**src/rtl/dmem_arb_pkg.sv**
```systemverilog
// Shared definitions for the dual-core DataMemory port arbiter: FSM states,
// owner encoding and the word-alignment check.
package dmem_arb_pkg;

  typedef enum logic [1:0] {
    IDLE  = 2'd0,
    ISSUE = 2'd1,
    WAIT  = 2'd2,
    RESP  = 2'd3
  } state_t;

  localparam logic CORE0 = 1'b0;
  localparam logic CORE1 = 1'b1;

  localparam logic [1:0] ALIGN_MASK = 2'b00;

  function automatic logic is_misaligned(input logic [1:0] addr_lsb);
    return addr_lsb != ALIGN_MASK;
  endfunction

endpackage

```
**src/rtl/rr_arbiter2.sv**
```systemverilog
// Two-input round-robin winner select: on a tie the core that did not own
// the previous transaction wins.
module rr_arbiter2
  import dmem_arb_pkg::*;
(
  input  logic req0,
  input  logic req1,
  input  logic last_owner,
  output logic winner,
  output logic any_req
);

  always_comb begin
    any_req = req0 | req1;
    winner  = CORE0;
    if (req0 && req1) begin
      winner = ~last_owner;
    end else if (req1) begin
      winner = CORE1;
    end
  end

endmodule

```
**src/rtl/dmem_dual_arbiter.sv**
```systemverilog
// Shares one DataMemory read/write port between two cores, one transaction
// in flight at a time, round-robin between simultaneous requesters.
module dmem_dual_arbiter
  import dmem_arb_pkg::*;
#(
  parameter int unsigned ADDR_W = 32,
  parameter int unsigned DATA_W = 32,
  parameter int unsigned RD_LAT = 1
) (
  input  logic              clk,
  input  logic              rst_n,
  input  logic              req0,
  input  logic              req1,
  input  logic              we0,
  input  logic              we1,
  input  logic [ADDR_W-1:0] addr0,
  input  logic [ADDR_W-1:0] addr1,
  input  logic [DATA_W-1:0] wdata0,
  input  logic [DATA_W-1:0] wdata1,
  output logic              gnt0,
  output logic              gnt1,
  output logic              err0,
  output logic              err1,
  output logic              rvalid0,
  output logic              rvalid1,
  output logic [DATA_W-1:0] rdata0,
  output logic [DATA_W-1:0] rdata1,
  output logic              stall0,
  output logic              stall1,
  output logic [ADDR_W-1:0] mem_addr,
  output logic [DATA_W-1:0] mem_wdata,
  output logic              mem_we,
  output logic              mem_re,
  input  logic [DATA_W-1:0] mem_rdata,
  output logic              busy
);

  localparam int unsigned CNT_W = $clog2(RD_LAT + 1);

  state_t              state_q, state_d;
  logic                last_owner_q, last_owner_d;
  logic                owner_q, owner_d;
  logic                we_q, we_d;
  logic [CNT_W-1:0]    cnt_q, cnt_d;
  logic [1:0]          gnt_q, gnt_d;
  logic [1:0]          err_q, err_d;
  logic [1:0]          rvalid_q, rvalid_d;
  logic                mem_we_q, mem_we_d;
  logic                mem_re_q, mem_re_d;
  logic                busy_q, busy_d;
  logic [ADDR_W-1:0]   mem_addr_q, mem_addr_d;
  logic [DATA_W-1:0]   mem_wdata_q, mem_wdata_d;
  logic [DATA_W-1:0]   rdata0_q, rdata0_d;
  logic [DATA_W-1:0]   rdata1_q, rdata1_d;

  logic                winner;
  logic                any_req;

  rr_arbiter2 u_rr_arbiter2 (
    .req0       (req0),
    .req1       (req1),
    .last_owner (last_owner_q),
    .winner     (winner),
    .any_req    (any_req)
  );

  // Outputs are registered, so the ISSUE-cycle strobes are computed on the
  // IDLE->ISSUE transition and the rvalid strobe on the WAIT->RESP transition.
  always_comb begin
    state_d      = state_q;
    last_owner_d = last_owner_q;
    owner_d      = owner_q;
    we_d         = we_q;
    cnt_d        = cnt_q;
    gnt_d        = '0;
    err_d        = '0;
    rvalid_d     = '0;
    mem_we_d     = 1'b0;
    mem_re_d     = 1'b0;
    mem_addr_d   = mem_addr_q;
    mem_wdata_d  = mem_wdata_q;
    rdata0_d     = rdata0_q;
    rdata1_d     = rdata1_q;

    case (state_q)
      IDLE: begin
        if (any_req) begin
          owner_d      = winner;
          last_owner_d = winner;
          we_d         = (winner == CORE1) ? we1    : we0;
          mem_addr_d   = (winner == CORE1) ? addr1  : addr0;
          mem_wdata_d  = (winner == CORE1) ? wdata1 : wdata0;
          gnt_d[winner] = 1'b1;
          if (is_misaligned(mem_addr_d[1:0])) begin
            err_d[winner] = 1'b1;
          end else if (we_d) begin
            mem_we_d = 1'b1;
          end else begin
            mem_re_d = 1'b1;
          end
          state_d = ISSUE;
        end
      end
      ISSUE: begin
        if (is_misaligned(mem_addr_q[1:0]) || we_q) begin
          state_d = IDLE;
        end else begin
          cnt_d   = CNT_W'(RD_LAT);
          state_d = WAIT;
        end
      end
      WAIT: begin
        cnt_d = cnt_q - CNT_W'(1);
        if (cnt_q == CNT_W'(1)) begin
          if (owner_q == CORE1) begin
            rdata1_d = mem_rdata;
          end else begin
            rdata0_d = mem_rdata;
          end
          rvalid_d[owner_q] = 1'b1;
          state_d = RESP;
        end
      end
      RESP: begin
        state_d = IDLE;
      end
      default: begin
        state_d = IDLE;
      end
    endcase

    busy_d = (state_d != IDLE);
  end

  always_ff @(posedge clk or negedge rst_n) begin
    if (!rst_n) begin
      state_q      <= IDLE;
      last_owner_q <= CORE1;
      owner_q      <= CORE0;
      we_q         <= 1'b0;
      cnt_q        <= '0;
      gnt_q        <= '0;
      err_q        <= '0;
      rvalid_q     <= '0;
      mem_we_q     <= 1'b0;
      mem_re_q     <= 1'b0;
      busy_q       <= 1'b0;
      mem_addr_q   <= '0;
      mem_wdata_q  <= '0;
      rdata0_q     <= '0;
      rdata1_q     <= '0;
    end else begin
      state_q      <= state_d;
      last_owner_q <= last_owner_d;
      owner_q      <= owner_d;
      we_q         <= we_d;
      cnt_q        <= cnt_d;
      gnt_q        <= gnt_d;
      err_q        <= err_d;
      rvalid_q     <= rvalid_d;
      mem_we_q     <= mem_we_d;
      mem_re_q     <= mem_re_d;
      busy_q       <= busy_d;
      mem_addr_q   <= mem_addr_d;
      mem_wdata_q  <= mem_wdata_d;
      rdata0_q     <= rdata0_d;
      rdata1_q     <= rdata1_d;
    end
  end

  assign gnt0      = gnt_q[0];
  assign gnt1      = gnt_q[1];
  assign err0      = err_q[0];
  assign err1      = err_q[1];
  assign rvalid0   = rvalid_q[0];
  assign rvalid1   = rvalid_q[1];
  assign rdata0    = rdata0_q;
  assign rdata1    = rdata1_q;
  assign mem_addr  = mem_addr_q;
  assign mem_wdata = mem_wdata_q;
  assign mem_we    = mem_we_q;
  assign mem_re    = mem_re_q;
  assign busy      = busy_q;

  assign stall0 = req0 & ~gnt_q[0];
  assign stall1 = req1 & ~gnt_q[1];

endmodule

```
**config.mk**
```make
export PLATFORM = sky130hd
export DESIGN_NAME = dmem_dual_arbiter
export DESIGN_NICKNAME = d
export VERILOG_FILES = /design/src/rtl/dmem_arb_pkg.sv /design/src/rtl/rr_arbiter2.sv /design/src/rtl/dmem_dual_arbiter.sv
export SDC_FILE = /design/constraint.sdc
export NUM_CORES = 1
export LEC_CHECK = 0
export BUFFER_PORTS_ARGS = -buffer_cell sky130_fd_sc_hd__buf_2
export CORE_MARGIN = 4
export CORE_UTILIZATION = 46
export DETAILED_ROUTE_END_ITERATION = 6
export PLACE_DENSITY = 0.8
export SLEW_MARGIN = 10
export SYNTH_ARGS = -nofsm -noshare
export SYNTH_HDL_FRONTEND = slang
export SYNTH_HIERARCHICAL = 1
export SYNTH_SLANG_ARGS = --single-unit
```
**constraint.sdc**
```tcl
create_clock -name clk -period 1.8 [get_ports clk]
set_input_delay 0.27 -clock clk [delete_from_list [all_inputs] [get_ports clk]]
set_output_delay 0.27 -clock clk [all_outputs]
set_load 0.05 [all_outputs]
```
==> flow_metrics.py <==
metrics = {
    "layout": {
        "drive_gt1_share_pct": 76.15,
        "antenna_cells": 0,
        "nNetsFinal": 870,
        "syn2layout_area_growth_pct": 38.55,
        "postLayoutCoreUtil_pct": 64.96,
    },
    "global_routing": {
        "grt_max_degree": 47,
        "grt_remaining_overflow": 0,
        "grt_pass1_wl_mm": 23.58,
        "met3_usage_pct": 5.359,
        "antenna_found_initial": 0,
        "grt_use_total_pct": 20.13,
        "grt_busiest_layer": "met2",
        "grt_use_met1_pct": 21.59,
        "grt_pass1_vias": 4822,
        "met2_usage_pct": 35.61,
    },
    "status": {
        "status": "finished, final reports clean",
    },
    "floorplanning": {
        "die_width_um": 124.2,
        "fp.dieH_um": 124.2,
        "num_rows": 42,
        "dieArea_mm2": 0.01542,
        "core_area_mm2": 0.01324,
        "ioPinCount": 305,
        "initial_core_util_pct": 46.88,
    },
    "sta": {
        "setup_viol": 0,
        "fin_setup_tns_ns": 0,
        "fin_ws_ns": 0.1223,
        "max_freq_mhz": 596.1,
        "hold_viol": 0,
        "grt_setup_unrepaired": "false",
        "period_share_pct": 93.21,
        "drv_slew": 0,
        "slew_headroom_pct": 69.64,
        "layout_min_cycle_time_ns": 1.678,
        "worst_pin_slew_ns": 0.4554,
        "skew_ns": 0.005918,
    },
    "route": {
        "drtIter0Drc": 200,
        "vias": 4485,
        "via_per_inst": 5.022,
        "drt_first_pass_iters": 4,
        "antenna_left": 0,
        "drcViolationCount": 0,
        "routed_wl_mm": 15.76,
        "wl_per_cell_um": 17.65,
    },
    "setup_path": {
        "r2r_start": "last_owner_q",
        "cp_top_family": "multiplexers",
        "path_depth": 4,
        "worst-endpoint-arrival_ns": 1.97,
        "crit_type": "flip-flop to flip-flop",
        "r2r_slack_ns": 0.12,
        "cp-end-kind": "flip-flop",
        "path_cells": "a21boi_4, buf_12, mux2_2, mux2_2",
        "worstRegToRegCells": 4,
        "required_ns": 2.09,
        "cp_common_cell": "mux2_2",
        "cp_max_fo": 43,
        "r2r_end": "mem_addr[14]",
        "max_stage_delay_ns": 0.38,
        "cp_num_buf_inv": 1,
        "cp_slowest_cell": "dfstp_2",
        "cp-start-kind": "flip-flop",
    },
    "clock_network": {
        "postCtsSetupRepairBufs": 0,
        "numCtsBuffers": 17,
        "cts_tree": "done",
        "cts_buffer_depth": 2,
        "cts_sinks": 143,
        "clk-insertion-delay-late_ns": 0.41,
        "clockRootBuffer": "clkbuf_16",
        "h-tree-depth": 4,
        "clk_pin_slew_ns": 0.06,
    },
    "hold_path": {
        "min_from": "mem_rdata[4]",
        "holdPathEnd": "rdata0[4]",
        "hold_path.class": "primary input to flip-flop",
        "min_path_cells": 2,
    },
    "logic_synthesis": {
        "synth_cell_types": 30,
        "synth_most_common_cell": "mux2_2",
        "synth-seq-cells": 143,
        "synth_top_flop_cell": "dfrtp_1",
        "syn_avg_cell_area_um2": 15.88,
        "synthCells": 391,
        "synth.area.top_cells": "dfrtp_1 57%, mux2_2 34%, buf_6 1.6%",
        "ys_seq_area_share_pct": 57.66,
        "synth-edff-count": 0,
        "syn_nets": 557,
        "synth_area_leader_cell": "dfrtp_1",
        "async_reset_ff_share_pct": 100.0,
        "synth_warnings": 6,
        "netlist_top_cells_count": "188 x mux2_2, 142 x dfrtp_1, 10 x buf_2",
        "synth_area_mm2": 0.006208,
        "yosysTopAreaCellShare_pct": 57.23,
    },
    "place": {
        "gp_routability_congestion": 0.8057,
        "port_buffers": 304,
        "dp_hpwl_mm": 12.02,
        "place_ws_ns": 0.08317,
    },
    "pwr": {
        "p_per_area_mw_per_mm2": 2277,
        "finalPower_mw": 19.59,
        "vdd_drop_max_uv": 1119,
        "p_leak_nw": 4.222,
    },
    "run": {
        "cap_violations": 0,
    },
}
area by class of cell:
cell class / instances / area (um^2)
Clock buffer: 20 / 446.7
Fill cell: 1021 / 4641
Inverter: 1 / 3.754
Clock inverter: 12 / 183.9
Timing Repair Buffer: 318 / 1710
Tap cell: 176 / 220.2
Multi-Input combinational cell: 223 / 2457
Sequential cell: 143 / 3580
flip-flops by register name (all words and copies together), names as in the netlist, 2 cells and up:
name,cells
rvalid_q,2
state_q,2
mem_addr,32
rdata1,32
rdata0,32
mem_wdata,32
err_q,2
gnt_q,2
what timing repair did:
action	in CTS	in global routing
hold endpoints to repair	39	0
hold buffers	1	0
gates resized for setup	0	0
worst max-delay path by stage:
stage                          to         start
floorplan             mem_addr[0]  last_owner_q
CTS                  mem_wdata[6]  last_owner_q
global placement     mem_wdata[0]          req1
detailed placement  mem_wdata[24]          req1
global route        mem_wdata[29]    state_q[1]
finish               mem_addr[14]  last_owner_q
metal layers:
metal | up-vias | part of all wire, % | wire [um]
li1 | 2032 | - | -
met2 | 186 | 54 | 8518
met3 | 49 | 6.6 | 1038
met5 | - | 0 | 0
met4 | 0 | 4.1 | 643
met1 | 2218 | 35 | 5558
report_power, final:
group,internal (mW),total [mW],switching (mW)
Sequential,4.80,5.62,0.824
Combinational,2.99,10.3,7.26
Clock,2.37,3.71,1.34
Total,10.2,19.6,9.43
cells in the final DEF, fill, tap and decap left out, drive strengths merged, types with 3 or more instances in the layout:
master | Yosys | routed
bufinv | 0 | 4
nor2 | 3 | 3
dfrtp | 142 | 142
mux2 | 196 | 196
inv | 1 | 3
clkbuf | 1 | 20
clkinvlp | 0 | 5
buf | 23 | 317
a211oi | 3 | 3
kinds of logic (layout without fill, tap and decap cells):
family	Yosys count	count (layout)	share of synthesized area (%)
AO/OA/AOI/OAI	6	6	0.6852
buffers and inverters	25	351	3.043
flip-flops	143	143	57.66
multiplexers	198	198	36.24
AND/OR/NAND/NOR	19	19	2.378
through the flow:
stage	instance area, um^2	hold WS [ns]	cells
2_1_floorplan	6208	-0.02559	391
3_3_place_gp	7961	0.2319	860
3_5_place_dp	7961	0.2441	860
4_1_cts	8602	0.07115	893
5_1_grt	8602	0.07679	893
6_report	8602	0.08699	893
Note: power is estimated with default switching activity, not from simulation.
